==> config.mk <==
export PLATFORM = sky130hd
export DESIGN_NAME = instr_fetch_unit
export DESIGN_NICKNAME = d
export VERILOG_FILES = /design/src/rtl/fetch_pkg.sv /design/src/rtl/fetch_queue.sv /design/src/rtl/instr_fetch_unit.sv
export SDC_FILE = /design/constraint.sdc
export NUM_CORES = 1
export LEC_CHECK = 0
export CAP_MARGIN = 20
export CORE_ASPECT_RATIO = 1.2
export CORE_UTILIZATION = 55
export CTS_CLUSTER_DIAMETER = 120
export DETAILED_ROUTE_END_ITERATION = 8
export PLACE_DENSITY_LB_ADDON = 0.05
export REMOVE_ABC_BUFFERS = 1
export SLEW_MARGIN = 10
export SYNTH_ARGS = -nofsm -noshare
export SYNTH_HDL_FRONTEND = slang
export SYNTH_SLANG_ARGS = --single-unit
==> constraint.sdc <==
create_clock -name clk -period 9.3 [get_ports clk]
set_input_delay 1.86 -clock clk [delete_from_list [all_inputs] [get_ports clk]]
set_output_delay 1.86 -clock clk [all_outputs]
set_load 0.02 [all_outputs]
==> src/rtl/fetch_pkg.sv <==
`default_nettype none
// +----------------------------------------------------------------------------+
// | fetch_pkg : shared widths, queue entry type and PC alignment helper for     |
// |             the instruction fetch unit.                                     |
// | Revision  : 1.0                                                             |
// +----------------------------------------------------------------------------+
package fetch_pkg;

  localparam int FETCH_ADDR_W = 32;
  localparam int FETCH_DATA_W = 32;
  localparam int PC_STEP      = FETCH_DATA_W / 8;
  localparam int ALIGN_BITS   = $clog2(PC_STEP);

  typedef struct packed {
    logic [FETCH_ADDR_W-1:0] pc;
    logic [FETCH_DATA_W-1:0] instr;
  } fetch_entry_t;

  // Width-agnostic: callers widen to 64 bits and truncate the result back.
  function automatic logic [63:0] align_pc(input logic [63:0] pc, input int align_bits);
    return pc & ~((64'd1 << align_bits) - 64'd1);
  endfunction

endpackage
`default_nettype wire

==> src/rtl/fetch_queue.sv <==
`default_nettype none
// +----------------------------------------------------------------------------+
// | fetch_queue : synchronous FIFO of fetched {pc, instr} entries; flush wins   |
// |               over push and pop, head is read straight from storage.        |
// | Revision    : 1.0                                                           |
// +----------------------------------------------------------------------------+
module fetch_queue
  import fetch_pkg::*;
#(
  parameter int  DEPTH   = 4,
  parameter type entry_t = fetch_entry_t
) (
  input  logic                   clk,
  input  logic                   rst_n,
  input  logic                   flush,
  input  logic                   push,
  input  entry_t                 push_data,
  input  logic                   pop,
  output entry_t                 head,
  output logic                   valid,
  output logic [$clog2(DEPTH):0] count
);

  localparam int PTR_W = $clog2(DEPTH);
  localparam int CNT_W = PTR_W + 1;

  entry_t             r_mem [DEPTH];
  logic [PTR_W-1:0]   r_rd_ptr;
  logic [PTR_W-1:0]   r_wr_ptr;
  logic [CNT_W-1:0]   r_count;
  logic               w_do_pop;
  logic               w_do_push;

  assign valid     = (r_count != '0);
  assign w_do_pop  = pop & valid;
  assign w_do_push = push & ((r_count != CNT_W'(DEPTH)) | w_do_pop);

  always_ff @(posedge clk) begin
    if (!rst_n || flush) begin
      r_rd_ptr <= '0;
      r_wr_ptr <= '0;
      r_count  <= '0;
    end else begin
      if (w_do_push) r_wr_ptr <= r_wr_ptr + PTR_W'(1);
      if (w_do_pop)  r_rd_ptr <= r_rd_ptr + PTR_W'(1);
      case ({w_do_push, w_do_pop})
        2'b10:   r_count <= r_count + CNT_W'(1);
        2'b01:   r_count <= r_count - CNT_W'(1);
        default: r_count <= r_count;
      endcase
    end
  end

  always_ff @(posedge clk) begin
    if (rst_n && !flush && w_do_push) r_mem[r_wr_ptr] <= push_data;
  end

  assign head  = r_mem[r_rd_ptr];
  assign count = r_count;

endmodule
`default_nettype wire

==> src/rtl/instr_fetch_unit.sv <==
`default_nettype none
// +----------------------------------------------------------------------------+
// | instr_fetch_unit : PC owner issuing sequential reads to a 1-cycle          |
// |                    synchronous instruction memory, with redirect flush.    |
// | Revision         : 1.0                                                     |
// +----------------------------------------------------------------------------+
module instr_fetch_unit
  import fetch_pkg::*;
#(
  parameter int                ADDR_W   = FETCH_ADDR_W,
  parameter int                DATA_W   = FETCH_DATA_W,
  parameter int                DEPTH    = 4,
  parameter logic [ADDR_W-1:0] RESET_PC = '0
) (
  input  logic                   clk,
  input  logic                   rst_n,
  output logic                   imem_req,
  output logic [ADDR_W-1:0]      imem_addr,
  input  logic [DATA_W-1:0]      imem_rdata,
  input  logic                   redir_valid,
  input  logic [ADDR_W-1:0]      redir_pc,
  output logic                   if_valid,
  input  logic                   if_ready,
  output logic [DATA_W-1:0]      if_instr,
  output logic [ADDR_W-1:0]      if_pc,
  output logic [$clog2(DEPTH):0] if_count
);

  localparam int STEP  = DATA_W / 8;
  localparam int ALIGN = $clog2(STEP);

  if (DEPTH < 2 || (DEPTH & (DEPTH - 1)) != 0 || ADDR_W > 64) begin : g_param_check
    $error("instr_fetch_unit: DEPTH must be a power of 2 >= 2 and ADDR_W <= 64");
  end

  typedef struct packed {
    logic [ADDR_W-1:0] pc;
    logic [DATA_W-1:0] instr;
  } entry_t;

  logic [ADDR_W-1:0] r_pc;
  logic [ADDR_W-1:0] r_infl_pc;
  logic              r_infl;
  logic              r_kill;
  logic [ADDR_W-1:0] w_redir_pc;
  logic              w_credit;
  logic              w_push;
  logic              w_pop;
  entry_t            w_push_data;
  entry_t            w_head;

  // Occupancy plus the outstanding response must leave room, so a push never hits a full queue.
  assign w_credit   = (32'(if_count) + 32'(r_infl)) < 32'(DEPTH);
  assign imem_req   = rst_n & ~redir_valid & w_credit;
  assign imem_addr  = r_pc;
  assign w_redir_pc = ADDR_W'(align_pc(64'(redir_pc), ALIGN));

  always_ff @(posedge clk) begin
    if (!rst_n) begin
      r_pc      <= RESET_PC;
      r_infl    <= 1'b0;
      r_infl_pc <= '0;
      r_kill    <= 1'b0;
    end else begin
      r_kill <= redir_valid;
      r_infl <= imem_req;
      if (imem_req) r_infl_pc <= r_pc;
      if (redir_valid)   r_pc <= w_redir_pc;
      else if (imem_req) r_pc <= r_pc + ADDR_W'(STEP);
    end
  end

  // A response landing the cycle after a redirect belongs to the wrong path.
  assign w_push            = r_infl & ~r_kill;
  assign w_push_data.pc    = r_infl_pc;
  assign w_push_data.instr = imem_rdata;
  assign w_pop             = if_valid & if_ready;

  fetch_queue #(
    .DEPTH   (DEPTH),
    .entry_t (entry_t)
  ) u_queue (
    .clk       (clk),
    .rst_n     (rst_n),
    .flush     (redir_valid),
    .push      (w_push),
    .push_data (w_push_data),
    .pop       (w_pop),
    .head      (w_head),
    .valid     (if_valid),
    .count     (if_count)
  );

  assign if_instr = w_head.instr;
  assign if_pc    = w_head.pc;

endmodule
`default_nettype wire

-- Yosys cells after proc, flatten, opt, wreduce, memory -nomap -nowiden
Memories as Yosys holds them, arrays and structs flattened. A register that Yosys moved wholly into a read port is not among the register bits.
Index checks and enable logic that the tools add are counted.
- register bits after elaboration: 73
- memories kept: 1
- word-level logic and storage cells: 45
- bits of input ports: 68
- RAM bits: 256
- output and inout bits: 101
- bitwise logic cells: 10
- $lt $le $gt $ge: 1
- equality and inequality tests: 3
- add/sub/neg operators: 6
- reduce and logical (&&, ||, !) cells: 9
- mux-type cells: 7
- memory list (name ; words ; bits a word ; read ports ; clocked after Yosys merged registers in ; write ports ; RTL line ; text):
    u_queue.r_mem ; 4 ; 64 ; 1 ; 1 ; 1 ; fetch_queue.sv:27 ; entry_t r_mem [DEPTH];
- operator list (cell ; count):
    $mux W32 ; 2
    $add A32 B3 Y32 const B ; 1
    $and A1 B1 Y1 ; 6
    $pmux W3 S2 ; 1
    $add A2 B1 Y2 const B ; 2
    $add A3 B1 Y4 ; 1
    $lt A4 B3 Y1 const B ; 1
    $mux W2 ; 2
    $reduce_bool A2 Y1 ; 2
    $add A3 B1 Y3 const B ; 1
    $ne A3 B3 Y1 const B ; 1
    $not A1 Y1 ; 3
    $reduce_bool A3 Y1 ; 1
    $sub A3 B1 Y3 const B ; 1
    $eq A2 B1 Y1 const B ; 1
    $eq A2 B2 Y1 const B ; 1
    $logic_and A1 B1 Y1 ; 2
    $logic_not A1 Y1 ; 2
    $mux W1 ; 2
    $reduce_or A2 Y1 ; 1
    $logic_or A1 B1 Y1 ; 1
    $or A1 B1 Y1 ; 1

-- Longest topological paths before layout
Gate-level depths: netlist of run 1.
- depth after elaboration: 8
- mapped depth: 7
- gate-level depth less buffers: 7

-- Cells and area by module
From an unflattened synthesis of run 1, not the netlist that was laid out.
- cells, all modules: 767
- area, all modules: 12714.7 µm²
- by module, submodules not included (module ; cells an instance ; times used ; sequential area each (µm²) ; area an instance (µm²)):
    fetch_queue ; 392 ; 1 ; 7867.5 ; 9723.1
    instr_fetch_unit ; 375 ; 1 ; 1241.2 ; 2991.6

-- Worst setup path before layout of run 1
No wires, ideal clock.
- path kind: in2out
- start: in redir_valid
- end: out imem_req
- slack: 4496 ps
- data arrival time: 2944 ps
- cell stages on the path: 5
- required time: 7440 ps
- path buffers: 2
- path through: clkbuf_1 -> nor2b_1 -> nand2_1 -> clkinv_1 -> clkbuf_1
- word-level cells in the longest chain between the ends: 3
- RTL lines (what ; RTL line ; text):
    start: declaration ; instr_fetch_unit.sv:20 ; input logic redir_valid,
    $not A1 Y1 ; instr_fetch_unit.sv:54 ; assign imem_req = rst_n & ~redir_valid & w_credit;
    $and A1 B1 Y1 (2 in a row) ; instr_fetch_unit.sv:54 ;
    end: declaration ; instr_fetch_unit.sv:17 ; output logic imem_req,
No other way between the ends.

-- Worst setup path after layout of run 1
- start: in rst_n
- end: out imem_req
- word-level cells in the longest chain between the ends: 2
- RTL lines (what ; RTL line ; text):
    start: declaration ; instr_fetch_unit.sv:16 ; input logic rst_n,
    $and A1 B1 Y1 (2 in a row) ; instr_fetch_unit.sv:54 ;
No other way between the ends.

==> impl_metrics.py, run 1 <==
metrics = {
    "global_route": {
        "grt_antenna_before_repair": 0,
        "globalRouteTotalUtil_pct": 21.4,
        "grt_total_ovfl": 0,
        "grt_pass1_wl_um": 38300,
        "largest_net_degree_at_the_start_of_global_routing": 63,
        "grt_pass1_vias": 7099,
    },
    "finish": {
        "nNetsFinal": 973,
        "postLayoutCellArea_um2": 15200,
        "post_route_cells_drive_above_1_share_pct": 14.3,
        "diodes_inserted": 0,
        "area_growth_pct": 23.0,
    },
    "placement": {
        "place_congestion": 0.875,
        "port-buffer-count": 162,
        "place_hpwl_um": 14400,
        "placement.cell_area_um2": 14200,
    },
    "setup_path": {
        "crit_path_max_incr_delay_ns": 0.62,
        "critical-path-top-cell-by-count": "sky130_fd_sc_hd__clkdlybuf4s50_1",
        "critical_path.slowest_cell": "sky130_fd_sc_hd__clkdlybuf4s50_1",
        "setup.worst_path.end_class": "output port",
        "critical_path.n_buffers_inverters": 5,
        "r2r_cells": 7,
        "worst_path_top_cell_family_by_delay": "buffers and inverters",
        "r2r_slack_ns": 6.85,
        "path_cells": "clkdlybuf4s50_1 -> buf_4 -> nor2b_1 -> nand2_1 -> clkinv_1 -> buf_8 -> clkdlybuf4s50_1",
        "timing.rr.start": "u_queue.count[1]",
        "criticalPathCategory": "input pin to output port",
        "timing.rr.end": "imem_addr[8]",
        "arrival_ns": 4.66,
        "cp-start-kind": "input pin",
        "timing.critical_path.fanout_max": 58,
        "cp.required_ns": 7.44,
    },
    "timing": {
        "report.final.slew_viol_count": 0,
        "min_period_ns": 6.52,
        "maxSlewHeadroom_pct": 33.0,
        "final-hold-violation-count": 0,
        "worstMarginPinSlew_ns": 1.00,
        "setup_viol_count_final": 0,
        "min_period_over_period_pct": 70.1,
        "tns_ns": 0,
        "grt_setup_unrepaired": "no",
        "finalClockSkew_ns": 0.00980,
        "max_frequency_mhz": 153,
    },
    "power_and_ir_drop": {
        "power.density_nw_per_um2": 195,
        "vdd_ir_drop_max_v": 0.000147,
        "total_leakage_power_uw": 0.00494,
    },
    "synth": {
        "synthesis.area_um2": 12400,
        "ys_dominant_reg_cell": "sky130_fd_sc_hd__edfxtp_1",
        "yosysWarnings": 0,
        "postSynth.asyncResetShare_pct": 0,
        "post_synth_edffs": 248,
        "synth_cell_types": 52,
        "synth_cells": 741,
        "avgSynthCellArea_um2": 16.7,
        "ys_seq_area_share_pct": 71.6,
        "postSynthRegisterBits": 319,
    },
    "clocking": {
        "clk-insertion-delay-late_ns": 0.54,
        "cts-root-to-sink-buffers": 3,
        "cts.repair.resized": 0,
        "cts_root_buffer": "sky130_fd_sc_hd__clkbuf_16",
        "cts.sink_count": 319,
        "cts_hold_buffers": 0,
        "cts_made_buffers": 30,
        "clk_pin_slew_ns": 0.06,
        "number_of_h_tree_branching_levels": 1,
        "postCtsSetupRepairBufs": 0,
        "tritoncts_clock_tree": "built",
    },
    "drt": {
        "num_vias": 6853,
        "drt_wl_total_um": 24200,
        "post_drt_antenna_nets": 0,
        "drc": 8,
        "dr.pass1.iters": 9,
        "drt-vias-per-instance": 5.73,
        "detailedRoute.firstIterationViolations": 363,
        "avgRoutedWirePerCell_um": 20.2,
    },
    "die": {
        "floorplan.core_area_um2": 21900,
        "top_ports": 169,
        "die_area_um2": 23100,
        "die_y_um": 166,
        "rows": 59,
        "die_w_um": 139,
        "initial_utilization_pct": 56.7,
    },
    "outcome": {
        "violations": "DRC",
        "status": "finished, violations left",
    },
    "hold_path": {
        "hold_path.startpoint": "r_infl_pc[19]",
        "worstHoldPathType": "flop to flop",
        "min_delay_path_depth": 0,
        "worstHoldEndpoint": "u_queue.r_mem[2][51]",
    },
    "job": {
        "drv_cap": 0,
    },
}
## per-layer routing
metal / part of all wire, % / vias to the layer above / GRT usage (%)
li1: - / 3169 / -
met5: 0 / - / 0
met1: 42 / 3425 / 27.9
met3: 6.8 / 39 / 4.35
met2: 49 / 220 / 36.5
met4: 2.0 / 0 / 5.80
## power by group
part           total (uW)  switching (uW)  internal (uW)
Combinational         163            80.6           82.1
Sequential           1570            25.4           1550
Clock                1230             499            735
## worst max-delay path by stage
stage	slack [ns]	to	cells after the start	startpoint
final	2.78	imem_req	7	rst_n
after global routing	2.63	imem_req	7	rst_n
after CTS	2.66	imem_req	6	rst_n
after detailed placement	2.66	imem_req	6	rst_n
after global placement	2.79	imem_req	6	rst_n
after floorplan	3.87	imem_req	3	rst_n
## cells by family after synthesis
logic type / after synthesis / synth area share, %
flip-flops: 319 / 71.6
AND/OR/NAND/NOR: 181 / 7.27
AO/OA/AOI/OAI: 88 / 4.78
multiplexers: 70 / 12.0
buffers and inverters: 52 / 1.94
XOR/XNOR: 24 / 1.70
adder cells (fa/ha/maj): 6 / 0.667
other: 1 / 0.0303
## cells in the mapped netlist, drive strengths merged, types with 4 or more instances
cell	instances	share of area (%)
xor2	9	0.64
and4	6	0.43
nand2	101	3.1
edfxtp	248	60
mux4	62	11
a21boi	37	2.2
nand4	10	0.51
nor3	9	0.36
nor2b	4	0.20
ha	5	0.51
mux2	5	0.45
dfxtp	71	11
nor2	12	0.36
a21oi	11	0.44
and3	6	0.30
nand3	13	0.53
clkbuf	27	0.85
xnor2	15	1.1
nor4	8	0.65
buf	17	0.85
o21ai	25	1.1
inv	7	0.21
## placed cells by master (no fill, tap or decap), types with 5 or more instances in the layout
cell	Yosys	layout
sky130_fd_sc_hd__clkinv_2	0	7
sky130_fd_sc_hd__dfxtp_1	71	69
sky130_fd_sc_hd__ha_1	5	5
sky130_fd_sc_hd__xnor2_1	15	15
sky130_fd_sc_hd__nor3_1	9	9
sky130_fd_sc_hd__edfxtp_1	248	248
sky130_fd_sc_hd__clkbuf_1	24	8
sky130_fd_sc_hd__clkbuf_16	0	31
sky130_fd_sc_hd__nand3_1	13	13
sky130_fd_sc_hd__nor2_1	12	12
sky130_fd_sc_hd__clkdlybuf4s50_1	0	162
sky130_fd_sc_hd__xor2_1	9	9
sky130_fd_sc_hd__and4_1	5	5
sky130_fd_sc_hd__o21ai_0	22	22
sky130_fd_sc_hd__nand4_1	10	10
sky130_fd_sc_hd__inv_1	7	7
sky130_fd_sc_hd__nor4_1	6	6
sky130_fd_sc_hd__nand2_1	101	101
sky130_fd_sc_hd__mux4_2	62	62
sky130_fd_sc_hd__a21boi_0	37	37
sky130_fd_sc_hd__a21oi_1	11	11
sky130_fd_sc_hd__mux2_2	5	5
## stage by stage
step | total power [uW] | hold slack [ns] | worst slack, ns | utilization (%) | cells
final | 2970 | 0.506 | 2.78 | 69.7 | 1197
after global placement | 1760 | 0.472 | 2.79 | 65.0 | 1140
after floorplan | 1670 | 0.460 | 3.87 | - | 700
after global routing | 3060 | 0.521 | 2.63 | 69.7 | 1197
after CTS | 2990 | 0.507 | 2.66 | 69.6 | 1196
after detailed placement | 1770 | 0.495 | 2.66 | 65.0 | 1140
## registers in the layout, indices dropped and copies added (netlist names), named ones only
signal	flops
u_queue.r_mem	248
imem_addr	30
r_infl_pc	30
u_queue.count	3
u_queue.r_rd_ptr	2
u_queue.r_wr_ptr	2
r_infl	1
r_kill	1
## final cells by class
type / count / area [um^2]
multi-input cells: 373 / 3300
flip-flops and latches: 319 / 8880
repair buffers: 167 / 1670
fillers: 1487 / 6630
inverters: 8 / 30.0
clock inverters: 15 / 173
clock buffers: 41 / 833
well taps: 274 / 343
Power figures use the tool's default switching activity.
==> run 2, diff against run 1 <==
==> constraint.sdc (replaced) <==
create_clock -name clk -period 6.8 [get_ports clk]
set_input_delay 1.36 -clock clk [delete_from_list [all_inputs] [get_ports clk]]
set_output_delay 1.36 -clock clk [all_outputs]
set_load 0.02 [all_outputs]
==> run 2 against run 1 <==
Compared with the run above:
- the flow still finishes with violations (DRC)
- via count decreased by 0.23%
- routed wire length increased by 1.8%
- sequential cell count unchanged
- core utilization decreased by 0.13 points
- final area decreased by 0.18%
- register-to-register slack got worse by 2.5 ns
- count of clock-buffer cells in the layout decreased by 5
- die area unchanged
- cell count about the same
- combinational power increased by 35%
- hold slack got worse by 0.0058 ns
- total power increased by 35%
==> impl_metrics.py, run 2 (synthesis gave the netlist of run 1 again) <==
metrics = {
    "clocking": {
        "cts_root_buffer": "sky130_fd_sc_hd__clkbuf_16",
        "clk_pin_slew_ns": 0.06,
        "cts.repair.resized": 0,
        "cts.sink_count": 319,
        "cts-root-to-sink-buffers": 3,
        "tritoncts_clock_tree": "built",
        "cts_made_buffers": 30,
        "cts_hold_buffers": 0,
        "postCtsSetupRepairBufs": 0,
        "number_of_h_tree_branching_levels": 1,
        "clk-insertion-delay-late_ns": 0.55,
    },
    "setup_path": {
        "r2r_slack_ns": 4.38,
        "r2r_cells": 3,
        "timing.rr.end": "u_queue.r_mem[1][55]",
        "setup.worst_path.end_class": "output port",
        "cp-start-kind": "input pin",
        "criticalPathCategory": "input pin to output port",
        "cp.required_ns": 5.44,
        "crit_path_start": "redir_valid",
        "timing.critical_path.to": "imem_req",
        "timing.critical_path.fanout_max": 29,
        "timing.rr.start": "u_queue.count[1]",
        "arrival_ns": 3.32,
    },
    "timing": {
        "report.final.slew_viol_count": 0,
        "tns_ns": 0,
        "max_frequency_mhz": 214,
        "grt_setup_unrepaired": "no",
        "final-hold-violation-count": 0,
        "final.hold.worst_slack_ns": 0.500,
        "min_period_over_period_pct": 68.8,
        "maxSlewHeadroom_pct": 33.3,
        "finalClockSkew_ns": 0.0199,
        "setup_viol_count_final": 0,
        "min_period_ns": 4.68,
        "worstMarginPinSlew_ns": 1.00,
    },
    "power_and_ir_drop": {
        "power.density_nw_per_um2": 265,
        "total_power_uw": 4020,
        "total_leakage_power_uw": 0.00494,
        "vdd_ir_drop_max_v": 0.000197,
    },
    "finish": {
        "post_route_cells_drive_above_1_share_pct": 14.6,
        "fin_util_pct": 69.5,
        "area_growth_pct": 22.8,
        "diodes_inserted": 0,
        "postLayoutCellArea_um2": 15200,
        "nNetsFinal": 973,
        "largest_register": "u_queue.r_mem",
        "largest_register_ffs": 248,
        "n_fill_cell": 1487,
        "layout.cells.most_common_list": "sky130_fd_sc_hd__edfxtp_1, sky130_fd_sc_hd__clkdlybuf4s50_1, sky130_fd_sc_hd__nand2_1",
        "layout_commonest_cell": "sky130_fd_sc_hd__edfxtp_1",
    },
    "drt": {
        "detailedRoute.firstIterationViolations": 468,
        "drt-vias-per-instance": 5.72,
        "avgRoutedWirePerCell_um": 20.6,
        "dr.pass1.iters": 8,
        "drt_wl_total_um": 24600,
        "num_vias": 6837,
        "post_drt_antenna_nets": 0,
        "drc": 8,
    },
    "global_route": {
        "globalRouteMet3Util_pct": 3.89,
        "grt_pass1_vias": 7194,
        "largest_net_degree_at_the_start_of_global_routing": 63,
        "grt_antenna_before_repair": 0,
        "grt_total_ovfl": 0,
        "grt_pass1_wl_um": 39400,
        "use_met2_pct": 36.7,
        "global_route.peak_usage_layer": "met2",
        "globalRouteTotalUtil_pct": 22.0,
        "gr-usage-met1_pct": 29.8,
    },
    "placement": {
        "place_congestion": 0.904,
        "port-buffer-count": 162,
        "placement.cell_area_um2": 14200,
        "place_hpwl_um": 14500,
    },
    "die": {
        "die_w_um": 139,
        "initial_utilization_pct": 56.7,
        "die_y_um": 166,
        "die_area_um2": 23100,
        "top_ports": 169,
        "floorplan.core_area_um2": 21900,
        "rows": 59,
    },
    "outcome": {
        "violations": "DRC",
        "status": "finished, violations left",
    },
    "hold_path": {
        "worstHoldPathType": "flop to flop",
        "hold_path.startpoint": "r_infl_pc[25]",
    },
    "job": {
        "drv_cap": 0,
    },
}
## run 2: area by class of cell
cell class | count | area (um^2) | share of cell area (%)
sequential | 319 | 8880 | 58.4
multi-input combinational | 373 | 3300 | 21.7
timing repair buffer | 167 | 1660 | 10.9
clock buffer | 36 | 805 | 5.29
tap | 274 | 343 | 2.26
clock inverter | 19 | 181 | 1.19
inverter | 8 | 30.0 | 0.198
## run 2: how the worst min path moves through the flow
stage | to | cells after the start
finish | u_queue.r_mem[3][57] | 0
detailed placement | u_queue.r_mem[1][48] | 0
global route | u_queue.r_mem[2][50] | 0
global placement | u_queue.r_mem[2][38] | 0
floorplan | u_queue.r_mem[0][34] | 0
CTS | u_queue.r_mem[3][48] | 0
## run 2: stage by stage
stage,instances,setup slack (ns)
CTS,1196,2.14
global route,1196,2.02
finish,1196,2.12
detailed placement,1141,2.17
floorplan,700,2.07
global placement,1141,2.19
## run 2: per-layer routing
metal	vias up	wire length (um)
li1	3167	-
met1	3401	10500
met2	231	12100
met3	38	1530
met4	0	488
met5	-	0
## run 2: power by group
group	total, uW	internal, uW	switching (uW)
clock network	1650	958	692
registers	2150	2120	36.5
logic	220	112	108
total	4020	3190	837
## run 2: worst max-delay path, cell delays in order
cell and delay [ns]:
sky130_fd_sc_hd__clkdlybuf4s50_1 0.39, sky130_fd_sc_hd__buf_4 0.24, sky130_fd_sc_hd__nor2b_1 0.48, sky130_fd_sc_hd__nand2_1 0.15
sky130_fd_sc_hd__clkinv_1 0.09, sky130_fd_sc_hd__clkdlybuf4s50_1 0.60
==> run 3, diff against run 2 <==
--- a/config.mk
+++ b/config.mk
@@ -7,7 +7,7 @@
 export LEC_CHECK = 0
 export CAP_MARGIN = 20
 export CORE_ASPECT_RATIO = 1.2
-export CORE_UTILIZATION = 55
+export CORE_UTILIZATION = 49
 export CTS_CLUSTER_DIAMETER = 120
 export DETAILED_ROUTE_END_ITERATION = 8
 export PLACE_DENSITY_LB_ADDON = 0.05
==> constraint.sdc (replaced) <==
create_clock -name clk -period 3.76 [get_ports clk]
set_input_delay 0.752 -clock clk [delete_from_list [all_inputs] [get_ports clk]]
set_output_delay 0.752 -clock clk [all_outputs]
set_load 0.02 [all_outputs]
==> run 3 against run 2 <==
Compared with the run above:
- the flow now finishes without violations
- final area about the same
- sequential share of layout area about the same
- clock skew decreased by 0.010 ns
- setup slack got worse by 1.7 ns
- critical path depth decreased by 3
- register-to-register slack got worse by 3.0 ns
- global-route usage decreased by 2.3 points
- first-iteration DRC count decreased by 20%
- die area increased by 12%
- clock power increased by 62%
- cell count increased by 4.5%
- largest power group unchanged
==> impl_metrics.py, run 3 (synthesis gave the netlist of run 1 again) <==
metrics = {
    "outcome": {
        "status": "finished clean",
    },
    "setup_path": {
        "path_cells": "buf_12 -> mux4_2 -> clkdlybuf4s50_1",
        "timing.critical_path.fanout_max": 25,
        "crit_path_max_incr_delay_ns": 0.65,
        "criticalPathCategory": "flop to output port",
        "worst_path_top_cell_family_by_delay": "buffers and inverters",
        "cp.required_ns": 3.01,
        "setup.worst_path.end_class": "output port",
        "cp-start-kind": "flop",
        "arrival_ns": 2.63,
        "critical_path.slowest_cell": "sky130_fd_sc_hd__dfxtp_4",
        "critical_path.n_buffers_inverters": 2,
    },
    "clocking": {
        "tritoncts_clock_tree": "built",
        "cts.repair.resized": 0,
        "number_of_h_tree_branching_levels": 1,
        "cts_root_buffer": "sky130_fd_sc_hd__clkbuf_16",
        "cts-root-to-sink-buffers": 3,
        "clk-insertion-delay-late_ns": 0.53,
        "clk_pin_slew_ns": 0.06,
        "cts_made_buffers": 29,
        "postCtsSetupRepairBufs": 0,
        "cts_hold_buffers": 0,
        "cts.sink_count": 319,
    },
    "drt": {
        "avgRoutedWirePerCell_um": 20.1,
        "drt-vias-per-instance": 5.50,
        "drc": 0,
        "dr.pass1.iters": 5,
        "num_vias": 6880,
        "detailedRoute.firstIterationViolations": 373,
        "post_drt_antenna_nets": 0,
        "drt_wl_total_um": 25100,
    },
    "finish": {
        "nNetsFinal": 977,
        "post_route_cells_drive_above_1_share_pct": 13.7,
        "largest_register": "u_queue.r_mem",
        "area_growth_pct": 22.8,
        "layout.cells.most_common_list": "sky130_fd_sc_hd__edfxtp_1, sky130_fd_sc_hd__clkdlybuf4s50_1, sky130_fd_sc_hd__nand2_1",
        "layout_commonest_cell": "sky130_fd_sc_hd__edfxtp_1",
        "diodes_inserted": 0,
        "largest_register_ffs": 248,
    },
    "die": {
        "floorplan.core_area_um2": 24800,
        "die_area_um2": 25900,
        "initial_utilization_pct": 50.0,
        "rows": 63,
        "die_y_um": 176,
        "top_ports": 169,
        "die_w_um": 147,
    },
    "timing": {
        "report.final.slew_viol_count": 0,
        "max_frequency_mhz": 296,
        "worstMarginPinSlew_ns": 1.05,
        "final.hold.worst_slack_ns": 0.497,
        "setup_viol_count_final": 0,
        "min_period_ns": 3.38,
        "grt_setup_unrepaired": "no",
        "maxSlewHeadroom_pct": 30.1,
        "min_period_over_period_pct": 89.9,
        "final-hold-violation-count": 0,
        "finalClockSkew_ns": 0.00993,
        "tns_ns": 0,
    },
    "global_route": {
        "grt_total_ovfl": 0,
        "grt_pass1_wl_um": 39300,
        "globalRouteTotalUtil_pct": 19.7,
        "grt_antenna_before_repair": 0,
        "largest_net_degree_at_the_start_of_global_routing": 63,
        "grt_pass1_vias": 7102,
    },
    "placement": {
        "place_hpwl_um": 15100,
        "place_congestion": 0.840,
        "port-buffer-count": 162,
    },
    "job": {
        "drv_cap": 0,
    },
    "power_and_ir_drop": {
        "total_power_uw": 6970,
        "vdd_ir_drop_max_v": 0.000353,
        "power.density_nw_per_um2": 458,
        "total_leakage_power_uw": 0.00488,
    },
    "hold_path": {
        "worstHoldPathType": "flop to flop",
    },
}
==> run 3: cell count changes in the layout (fill, tap and decap cells not counted), sizes merged <==
| cell | previous run | this run |
|---|---|---|
| buf | 5 | 11 |
| bufinv | 3 | 1 |
| clkbuf | 36 | 40 |
| clkdlybuf4s50 | 162 | 161 |
| clkinv | 17 | 11 |
| clkinvlp | 0 | 2 |
==> run 3: per-stage QoR <==
step | instances | setup WS [ns] | util [%] | cell area, um^2
after floorplan | 700 | -0.365 | - | 12200
after global placement | 1197 | 0.651 | 58.0 | 14400
after detailed placement | 1197 | 0.561 | 58.0 | 14400
after CTS | 1250 | 0.295 | 61.4 | 15200
after global routing | 1250 | 0.188 | 61.4 | 15200
final | 1250 | 0.379 | 61.4 | 15200
==> run 3: path summary, 6_finish.rpt <==
kind | start | to | slack [ns] | cells past startpoint
min | r_infl_pc[15] | u_queue.r_mem[2][47] | 0.50 | 0
max | flop | if_pc[2] | 0.38 | 3
max reg2reg | u_queue.count[1] | u_queue.r_mem[1][6] | 1.34 | 3
min reg2reg | r_infl_pc[15] | u_queue.r_mem[2][47] | 0.50 | 0
==> run 3: layer usage <==
| layer | vias up | GRT usage [%] | wire, um |
|---|---|---|---|
| li1 | 3180 | - | - |
| met1 | 3424 | 26.9 | 10800 |
| met2 | 235 | 32.6 | 12200 |
| met3 | 41 | 3.23 | 1550 |
| met4 | 0 | 5.88 | 530 |
| met5 | - | 0 | 0 |
==> run 3: power by group <==
group	switching [uW]	leakage [uW]	total [uW]	internal (uW)
sequential	64.9	0.00293	3890	3830
clock	1190	0.000405	2670	1480
combinational	197	0.00155	402	205
total	1450	0.00488	6970	5520
==> run 3: final cells by class <==
| class | count | area, um^2 |
|---|---|---|
| fill | 1878 | 9550 |
| clock buffer | 40 | 767 |
| inverter | 8 | 30.0 |
| sequential | 319 | 8880 |
| clock inverter | 13 | 82.6 |
| timing repair buffer | 172 | 1740 |
| tap | 325 | 407 |
| multi-input combinational | 373 | 3300 |
